==> src/rtl/ili9341_spi_slave.sv <==
// ili9341_spi_slave
// Panel-side receiver for the 4-wire SPI display link (mode 0, MSB first).
// The SPI lines are oversampled in the clk domain. Bytes are reassembled and
// tagged as command (dc=0) or parameter (dc=1), and each carries a parameter
// index.
//
// Build option: define ILI9341_SPI_SLAVE_READ_EN to compile in the Read
// Display ID responder (command 0x04 -> ID_VALUE on miso, MSB first).
// Without it, miso is tied low and 0x04 is an ordinary command.
//
// Ports
//   clk, rst     : system clock, synchronous active-high reset
//   sclk, mosi   : SPI clock (idle low) and data from the master
//   cs           : chip select, active low
//   dc           : 0 = command byte, 1 = parameter byte
//   lcd_reset_n  : panel hardware reset, active low (same effect as rst)
//   miso         : read data to the master
//   rx_byte/rx_dc/param_idx : received byte, its dc, its parameter index
//   rx_valid     : one-cycle strobe qualifying rx_byte/rx_dc/param_idx.
//                  There is no back-pressure; a consumer must take it that cycle.
//   cmd          : most recent command byte
//   frame_err    : one-cycle pulse when cs rises with 1-7 bits pending
module ili9341_spi_slave #(
   parameter logic [23:0] ID_VALUE    = 24'h009341,
   parameter int          SYNC_STAGES = 2
) (
   input  logic       clk,
   input  logic       rst,
   input  logic       sclk,
   input  logic       mosi,
   input  logic       cs,
   input  logic       dc,
   input  logic       lcd_reset_n,
   output logic       miso,
   output logic [7:0] rx_byte,
   output logic       rx_dc,
   output logic       rx_valid,
   output logic [7:0] cmd,
   output logic [3:0] param_idx,
   output logic       frame_err
);

   typedef enum logic [1:0] {ST_IDLE = 2'd0, ST_SHIFT = 2'd1, ST_READ = 2'd2} state_t;
   state_t state_q, state_d;

   // Synchronizer chain, bit order {lcd_reset_n, dc, cs, mosi, sclk}.
   // Reset to the idle line levels so no false edge appears on release.
   localparam logic [4:0] SYNC_IDLE = 5'b10100;
   logic [4:0] sync_q [SYNC_STAGES];

   always_ff @(posedge clk) begin
      if (rst) begin
         for (int i = 0; i < SYNC_STAGES; i++) sync_q[i] <= SYNC_IDLE;
      end else begin
         sync_q[0] <= {lcd_reset_n, dc, cs, mosi, sclk};
         for (int i = 1; i < SYNC_STAGES; i++) sync_q[i] <= sync_q[i-1];
      end
   end

   logic sclk_s, mosi_s, cs_s, dc_s, lcd_rst_n_s;
   assign {lcd_rst_n_s, dc_s, cs_s, mosi_s, sclk_s} = sync_q[SYNC_STAGES-1];

   logic soft_rst;
   assign soft_rst = rst | ~lcd_rst_n_s;

   // Previous synchronized samples for edge detection. During a panel reset
   // sclk_d tracks sclk so release cannot fake a rise; cs_d is held high so
   // a master that keeps cs low through the reset is picked up again.
   logic sclk_d, cs_d;
   always_ff @(posedge clk) begin
      if (rst) begin
         sclk_d <= 1'b0;
         cs_d   <= 1'b1;
      end else if (!lcd_rst_n_s) begin
         sclk_d <= sclk_s;
         cs_d   <= 1'b1;
      end else begin
         sclk_d <= sclk_s;
         cs_d   <= cs_s;
      end
   end

   logic sclk_rise, sclk_fall, cs_rise, cs_fall;
   assign sclk_rise = sclk_s & ~sclk_d;
   assign sclk_fall = ~sclk_s & sclk_d;
   assign cs_rise   = cs_s & ~cs_d;
   assign cs_fall   = ~cs_s & cs_d;

   // FSM output decode
   logic active, in_read;
   always_comb begin
      active  = (state_q != ST_IDLE);
      in_read = (state_q == ST_READ);
   end

   logic [7:0] shreg_q;
   logic [2:0] bit_cnt_q;
   logic       done_q, done_dc_q, err_pend_q;
   logic       shift_en;
   logic [2:0] bits_after;
   logic       load_read, read_end;

   assign shift_en   = sclk_rise & active;
   // Bits pending once this cycle's rise (if any) is taken; wraps at 8.
   assign bits_after = bit_cnt_q + (shift_en ? 3'd1 : 3'd0);

   // FSM next state
   always_comb begin
      state_d = state_q;
      unique case (state_q)
         ST_IDLE:  if (cs_fall) state_d = ST_SHIFT;
         ST_SHIFT: if (load_read) state_d = ST_READ;
         ST_READ:  if (!load_read && read_end) state_d = ST_SHIFT;
         default:  state_d = ST_IDLE;
      endcase
      if (cs_rise) state_d = ST_IDLE;
   end

   // FSM state register
   always_ff @(posedge clk) begin
      if (soft_rst) state_q <= ST_IDLE;
      else          state_q <= state_d;
   end

   // Byte assembly. done_q marks a completed byte one cycle before the strobe,
   // so shreg_q holds all eight bits when it is copied out.
   always_ff @(posedge clk) begin
      if (soft_rst) begin
         shreg_q    <= 8'h00;
         bit_cnt_q  <= 3'd0;
         done_q     <= 1'b0;
         done_dc_q  <= 1'b0;
         err_pend_q <= 1'b0;
         rx_byte    <= 8'h00;
         rx_dc      <= 1'b0;
         rx_valid   <= 1'b0;
         cmd        <= 8'h00;
         param_idx  <= 4'd0;
         frame_err  <= 1'b0;
      end else begin
         rx_valid   <= done_q;
         frame_err  <= err_pend_q;
         done_q     <= 1'b0;
         err_pend_q <= cs_rise & active & (bits_after != 3'd0);
         if (shift_en) begin
            shreg_q   <= {shreg_q[6:0], mosi_s};
            bit_cnt_q <= bits_after;
            if (bit_cnt_q == 3'd7) begin
               done_q    <= 1'b1;
               done_dc_q <= dc_s;
            end
         end
         if (cs_rise || !active) bit_cnt_q <= 3'd0;
         if (done_q) begin
            rx_byte <= shreg_q;
            rx_dc   <= done_dc_q;
            if (!done_dc_q) begin
               cmd       <= shreg_q;
               param_idx <= 4'd0;
            end
         end
         // The strobe shows the index of the byte itself; advance afterwards.
         if (rx_valid && rx_dc && param_idx != 4'd15) param_idx <= param_idx + 4'd1;
      end
   end

`ifdef ILI9341_SPI_SLAVE_READ_EN
   logic [4:0]  rd_cnt_q;   // sclk rises seen since the read started
   logic [23:0] id_sr_q;

   // Falls before the first read rise (the tail of the 0x04 byte) are ignored
   // so the master samples ID_VALUE[23] on its first read rise.
   assign load_read = done_q & ~done_dc_q & (shreg_q == 8'h04) & active & ~cs_rise;
   assign read_end  = sclk_fall & (rd_cnt_q == 5'd24);

   always_ff @(posedge clk) begin
      if (soft_rst) begin
         miso     <= 1'b0;
         rd_cnt_q <= 5'd0;
         id_sr_q  <= 24'h0;
      end else if (load_read) begin
         miso     <= ID_VALUE[23];
         rd_cnt_q <= 5'd0;
         id_sr_q  <= ID_VALUE;
      end else if (in_read) begin
         if (sclk_rise && rd_cnt_q != 5'd24) rd_cnt_q <= rd_cnt_q + 5'd1;
         if (sclk_fall) begin
            if (rd_cnt_q == 5'd24) begin
               miso <= 1'b0;
            end else if (rd_cnt_q != 5'd0) begin
               id_sr_q <= {id_sr_q[22:0], 1'b0};
               miso    <= id_sr_q[22];
            end
         end
      end else begin
         miso     <= 1'b0;
         rd_cnt_q <= 5'd0;
      end
   end
`else
   logic unused_read;
   assign unused_read = ^{ID_VALUE, in_read};
   assign load_read   = 1'b0;
   assign read_end    = 1'b0;
   assign miso        = 1'b0;
`endif

endmodule

==> config.mk <==
export PLATFORM = sky130hd
export DESIGN_NAME = ili9341_spi_slave
export DESIGN_NICKNAME = d
export VERILOG_FILES = /design/src/rtl/ili9341_spi_slave.sv
export SDC_FILE = /design/constraint.sdc
export NUM_CORES = 1
export LEC_CHECK = 0
export ABC_CLOCK_PERIOD_IN_PS = 1600
export CAP_MARGIN = 20
export CORE_MARGIN = 2
export CORE_UTILIZATION = 45
export CTS_CLUSTER_DIAMETER = 200
export DETAILED_ROUTE_END_ITERATION = 12
export PLACE_DENSITY = 0.73
export SLEW_MARGIN = 20
export SYNTH_ARGS = -nofsm -noshare
export SYNTH_HDL_FRONTEND = slang
export SYNTH_SLANG_ARGS = --single-unit
export TNS_END_PERCENT = 100
==> constraint.sdc <==
create_clock -name clk -period 1.6 [get_ports clk]
set_input_delay 0.32 -clock clk [delete_from_list [all_inputs] [get_ports clk]]
set_output_delay 0.32 -clock clk [all_outputs]
set_load 0.02 [all_outputs]
==> flow_metrics.py, run 1 <==
metrics = {
    "timing": {
        "fin_skew_ps": 6.21,
        "period_share": 0.974,
        "achievable-frequency_ghz": 0.642,
        "finalSetupViolations": 0,
        "slew_violations": 0,
        "rsz0062_at_grt": "no",
        "layout_min_cycle_time_ps": 1560,
        "finalSetupTns_ps": 0,
        "final_hold_viol_count": 0,
    },
    "synth": {
        "ys_ff_latch": 50,
        "synthTopCellsByCount": "dfxtp_1 (50), nand2_1 (37), a21oi_1 (22)",
        "synth_cells": 191,
        "ys_seq_area_frac": 0.562,
        "syn_area_mm2": 0.00178,
        "synth_flop_cell": "dfxtp_1",
        "synth_area_leader_cell": "dfxtp_1",
        "synth_top_area_frac": 0.562,
        "async_flop_share": 0,
        "syn-num-nets": 201,
        "synth.avg_cell_area_um2": 9.32,
        "ys_types": 31,
        "synth_area_leaders": "dfxtp_1 (56%), nand2_1 (7.8%), a21oi_1 (6.2%), mux2i_1 (4.5%), nor2b_1 (3.2%)",
        "ys_warn_count": 0,
        "synth_edf_count": 0,
        "yosysMostFrequentCell": "dfxtp_1",
    },
    "setup_path": {
        "reg2reg_from": "state_q[0]",
        "cp_top_family": "buffers and inverters",
        "crit_path_end_kind": "output pin",
        "cp_cell_sequence": "clkdlybuf4s50_1",
        "critical_path_class": "reg -> out",
        "required_ps": 1280,
        "path_max_fanout": 2,
        "crit_arrival_ps": 1240,
        "cp-startpoint": "rx_byte[2]",
        "start_kind": "flip-flop",
        "critPathMaxStageDelay_ps": 610,
        "slowest_stage": "clkdlybuf4s50_1",
        "path_buf_inv": 1,
    },
    "cts": {
        "htreeDepth": 2,
        "clk_latency_ps": 300,
        "cts_sinks": 50,
        "cts_buffers": 5,
        "ctsHoldBuffers": 0,
        "root_buffer": "clkbuf_8",
        "path_clk_slew_ps": 80,
        "cts_setup_buffers": 0,
        "cts_buffer_depth": 2,
        "cts_tree": "yes",
    },
    "grt": {
        "grt_pass1_vias": 1153,
        "grt_pass1_wl_mm": 5.15,
        "overflow": 0,
        "grt_usage": 0.153,
        "grt_max_degree": 16,
        "antenna_found_initial": 0,
    },
    "place": {
        "port_buffers": 29,
        "place_inst": 267,
        "gp_congestion": 0.806,
        "place_hpwl_mm": 2.12,
    },
    "routing": {
        "drtAntennaViolNets": 0,
        "viasPerCell": 4.88,
        "drtIter0Drc": 74,
        "drc": 0,
        "drtPass1Iterations": 4,
        "routedWlPerCell_um": 10.8,
        "wirelength_mm": 2.98,
        "vias": 1342,
    },
    "layout": {
        "fin_util": 0.604,
        "area_growth_pct": 27.1,
        "nNetsFinal": 236,
        "n_fill_cell": 357,
        "final_cells": 275,
        "layout-drive-gt1-share": 0.0969,
        "num_antenna_cells": 0,
    },
    "pwr": {
        "irDropWorstVdd_uv": 535,
        "p_leak_nw": 0.976,
        "power.density_mw_per_mm2": 949,
    },
    "floorplan": {
        "die_area_mm2": 0.00448,
        "ios": 31,
        "fp.dieH_um": 66.9,
        "start_util": 0.476,
        "core_area_mm2": 0.00374,
        "fp.dieW_um": 66.9,
        "placementRows": 22,
    },
    "worst_hold_path": {
        "min_from": "sync_q[0][4]",
        "min_path_type": "reg -> reg",
    },
    "run_status": {
        "outcome": "finished clean",
    },
    "job": {
        "max_cap_violations": 0,
    },
}
==> cell type report <==
class	count	area [um2]	share of cell area
multi-input combinational	127	711	0.314
inverter	4	15.0	0.00664
timing repair buffer	38	365	0.162
clock buffer	8	110	0.0487
tap	48	60.1	0.0265
sequential	50	1000	0.442
==> worst paths after layout <==
check / endpoint / slack, ps / depth (start not counted)
hold / removal: sync_q[0][9] / 410 / 1
hold reg to reg: sync_q[0][9] / 410 / 1
setup reg to reg: bit_cnt_q[2] / 120 / 7
setup / recovery: rx_byte[2] / 40 / 1
==> through the flow <==
step	setup slack, ps	instance area [um2]	total power [mW]	hold WS (ps)
3_3_place_gp	113	2140	1.36	391
3_5_place_dp	56.9	2140	1.36	397
4_1_cts	21.2	2250	2.18	417
2_1_floorplan	42.2	1780	1.33	389
6_report	42.1	2260	2.15	412
5_1_grt	0.393	2260	2.23	438
==> power by group <==
| group | leakage [nW] | internal [mW] | switching (mW) |
|---|---|---|---|
| Combinational | 0.513 | 0.0333 | 0.0314 |
| Sequential | 0.405 | 1.26 | 0.00528 |
| Clock | 0.0575 | 0.436 | 0.383 |
| Total | 0.976 | 1.73 | 0.420 |
==> kinds of logic (layout without fill, tap and decap cells) <==
family,after synthesis,in the layout,synth area share
flip-flops,50,50,0.562
AO/OA/AOI/OAI,34,34,0.108
XOR/XNOR,1,1,0.00492
buffers and inverters,14,50,0.0386
adder cells (fa/ha/maj),3,3,0.0211
AND/OR/NAND/NOR,80,80,0.218
other,1,1,0.00211
multiplexers,8,8,0.0450
==> metal layers <==
| metal | routed length [um] | track usage | up-vias | part of all wire |
|---|---|---|---|---|
| met2 | 1270 | 0.233 | 37 | 0.43 |
| li1 | - | - | 702 | - |
| met4 | 61 | 0.0689 | 0 | 0.020 |
| met5 | 0 | 0 | - | 0 |
| met3 | 173 | 0.0405 | 8 | 0.058 |
| met1 | 1470 | 0.203 | 595 | 0.49 |
==> what timing repair did <==
action | CTS | global route
resized for setup | 6 | 7
endpoints found under the setup margin | 6 | 7
gates cloned | 0 | 0
hold endpoints to repair | 0 | 0
==> placed cells by master (no fill, tap or decap) <==
cell type,instances
a211oi_1,1
a21oi_1,22
a31oi_1,1
and2_1,3
and3_1,1
buf_4,9
clkbuf_8,8
clkdlybuf4s50_1,17
conb_1,1
dfxtp_1,50
dlygate4sd2_1,6
dlymetal6s2s_1,6
ha_1,3
inv_1,4
mux2i_1,8
nand2_1,37
nand2b_1,4
nand3_1,5
nand3b_4,1
nand4_1,1
nor2_1,10
nor2b_1,9
nor3_1,2
o2111ai_1,1
o211ai_1,2
o21a_1,1
o21ai_0,4
o311ai_1,1
o41ai_1,1
or2_2,4
or3_1,3
xor2_1,1
==> sequential cells by signal, indices dropped and copies added, names as in the netlist <==
register and count:
done_dc_q 1, frame_err 1, cmd 8, rx_valid 1
err_pend_q 1, sclk_d 1, state_q 1, shreg_q 8
done_q 1, cs_d 1, rx_dc 1, rx_byte 8
sync_q 10, param_idx 4, bit_cnt_q 3
Power figures use the tool's default switching activity.
==> run 2: changes to the inputs <==
- CORE_UTILIZATION: 45 -> 46
- PLACE_DENSITY: 0.73 -> 0.75
==> flow_metrics.py, run 2 (synthesis gave the netlist of run 1 again) <==
metrics = {
    "setup_path": {
        "critPathMaxStageDelay_ps": 610,
        "slowest_stage": "clkdlybuf4s50_1",
        "critical_path_class": "reg -> out",
        "start_kind": "flip-flop",
        "required_ps": 1280,
        "path_buf_inv": 1,
        "cp_cell_sequence": "clkdlybuf4s50_1",
        "cp_top_family": "buffers and inverters",
        "path_max_fanout": 2,
        "crit_arrival_ps": 1250,
        "crit_path_end_kind": "output pin",
    },
    "cts": {
        "path_clk_slew_ps": 80,
        "cts_sinks": 50,
        "cts_buffer_depth": 2,
        "clk_latency_ps": 300,
        "htreeDepth": 2,
        "ctsHoldBuffers": 0,
        "cts_tree": "yes",
        "root_buffer": "clkbuf_8",
        "cts_setup_buffers": 0,
        "cts_buffers": 5,
    },
    "timing": {
        "slew_violations": 0,
        "fin_skew_ps": 4.98,
        "layout_setup_ws_ps": 32.0,
        "fin_hold_ws_ps": 415,
        "rsz0062_at_grt": "no",
        "achievable-frequency_ghz": 0.638,
        "period_share": 0.980,
        "layout_min_cycle_time_ps": 1570,
        "finalSetupViolations": 0,
        "finalSetupTns_ps": 0,
        "final_hold_viol_count": 0,
    },
    "layout": {
        "largest_register_ffs": 10,
        "layout_common_cells": "dfxtp_1 (49), nand2_1 (37), a21oi_1 (22), clkdlybuf4s50_1 (17)",
        "layout-drive-gt1-share": 0.101,
        "nNetsFinal": 237,
        "multiInputGateArea_um2": 711,
        "final_area_mm2": 0.00225,
        "regArea_mm2": 0.00100,
        "area_growth_pct": 26.5,
        "regMostFlops": "sync_q",
        "final_common_cell": "dfxtp_1",
        "n_fill_cell": 355,
        "num_antenna_cells": 0,
    },
    "routing": {
        "vias": 1356,
        "wirelength_mm": 3.06,
        "drtIter0Drc": 81,
        "viasPerCell": 4.91,
        "drtAntennaViolNets": 0,
        "drtPass1Iterations": 4,
        "routedWlPerCell_um": 11.1,
        "drc": 0,
    },
    "grt": {
        "antenna_found_initial": 0,
        "grt_pass1_wl_mm": 5.29,
        "grt_pass1_vias": 1189,
        "grt_usage": 0.160,
        "overflow": 0,
        "grt_max_degree": 16,
    },
    "floorplan": {
        "start_util": 0.483,
        "core_area_mm2": 0.00369,
        "ios": 31,
        "fp.dieH_um": 66.2,
        "fp.dieW_um": 66.2,
        "placementRows": 22,
        "die_area_mm2": 0.00438,
    },
    "run_status": {
        "outcome": "finished clean",
    },
    "place": {
        "place_hpwl_mm": 2.14,
        "gp_congestion": 0.746,
        "place_area_mm2": 0.00215,
        "port_buffers": 29,
        "place_ws_ps": 118,
    },
    "job": {
        "max_cap_violations": 0,
    },
    "worst_hold_path": {
        "min_path_type": "reg -> reg",
    },
    "pwr": {
        "p_leak_nw": 0.968,
        "irDropWorstVdd_uv": 632,
        "power.density_mw_per_mm2": 915,
    },
}
## run 2: changes by cell type in the layout (fill, tap and decap cells not counted)
cell | before | now
buf_4 | 9 | 10
clkbuf_1 | 0 | 1
clkbuf_8 | 8 | 6
clkinv_2 | 0 | 1
dfxtp_1 | 50 | 49
dfxtp_2 | 0 | 1
o311ai_0 | 0 | 1
o311ai_1 | 1 | 0
## run 2: per-layer routing
metal | wire, um | global-route usage
met5 | 0 | 0
met4 | 90 | 0.107
met3 | 129 | 0.0358
met2 | 1330 | 0.238
met1 | 1510 | 0.206
## run 2: what timing repair did
item / CTS / global route
setup endpoints to repair: 6 / 7
pin swaps: 0 / 0
gates resized for setup: 6 / 7
## run 2: where the power goes
part           switching, mW  internal [mW]
combinational         0.0319         0.0349
sequential           0.00519           1.26
clock                  0.382          0.349
total                  0.419           1.64
## run 2: area by class of cell
| type | count | area share |
|---|---|---|
| Sequential cell | 50 | 0.445 |
| Tap cell | 48 | 0.0267 |
| Clock inverter | 1 | 0.00222 |
| Clock buffer | 7 | 0.0383 |
| Inverter | 4 | 0.00667 |
| Multi-Input combinational cell | 127 | 0.316 |
| Timing Repair Buffer | 39 | 0.166 |
## run 2: path summary, 6_finish.rpt
kind | slack (ps) | start | end | depth (start not counted)
max reg2reg | 150 | sclk_d | err_pend_q | 7
min | 420 | sync_q[0][4] | sync_q[0][9] | 1
max | 30 | cmd[4] | cmd[4] | 1
min reg2reg | 420 | sync_q[0][4] | sync_q[0][9] | 1
## run 2: stage by stage
stage	std cells	total power, mW	utilization
detailed placement	268	1.36	0.583
CTS	276	2.09	0.606
global route	276	2.14	0.611
finish	276	2.06	0.611
floorplan	191	1.33	-
global placement	268	1.36	0.583
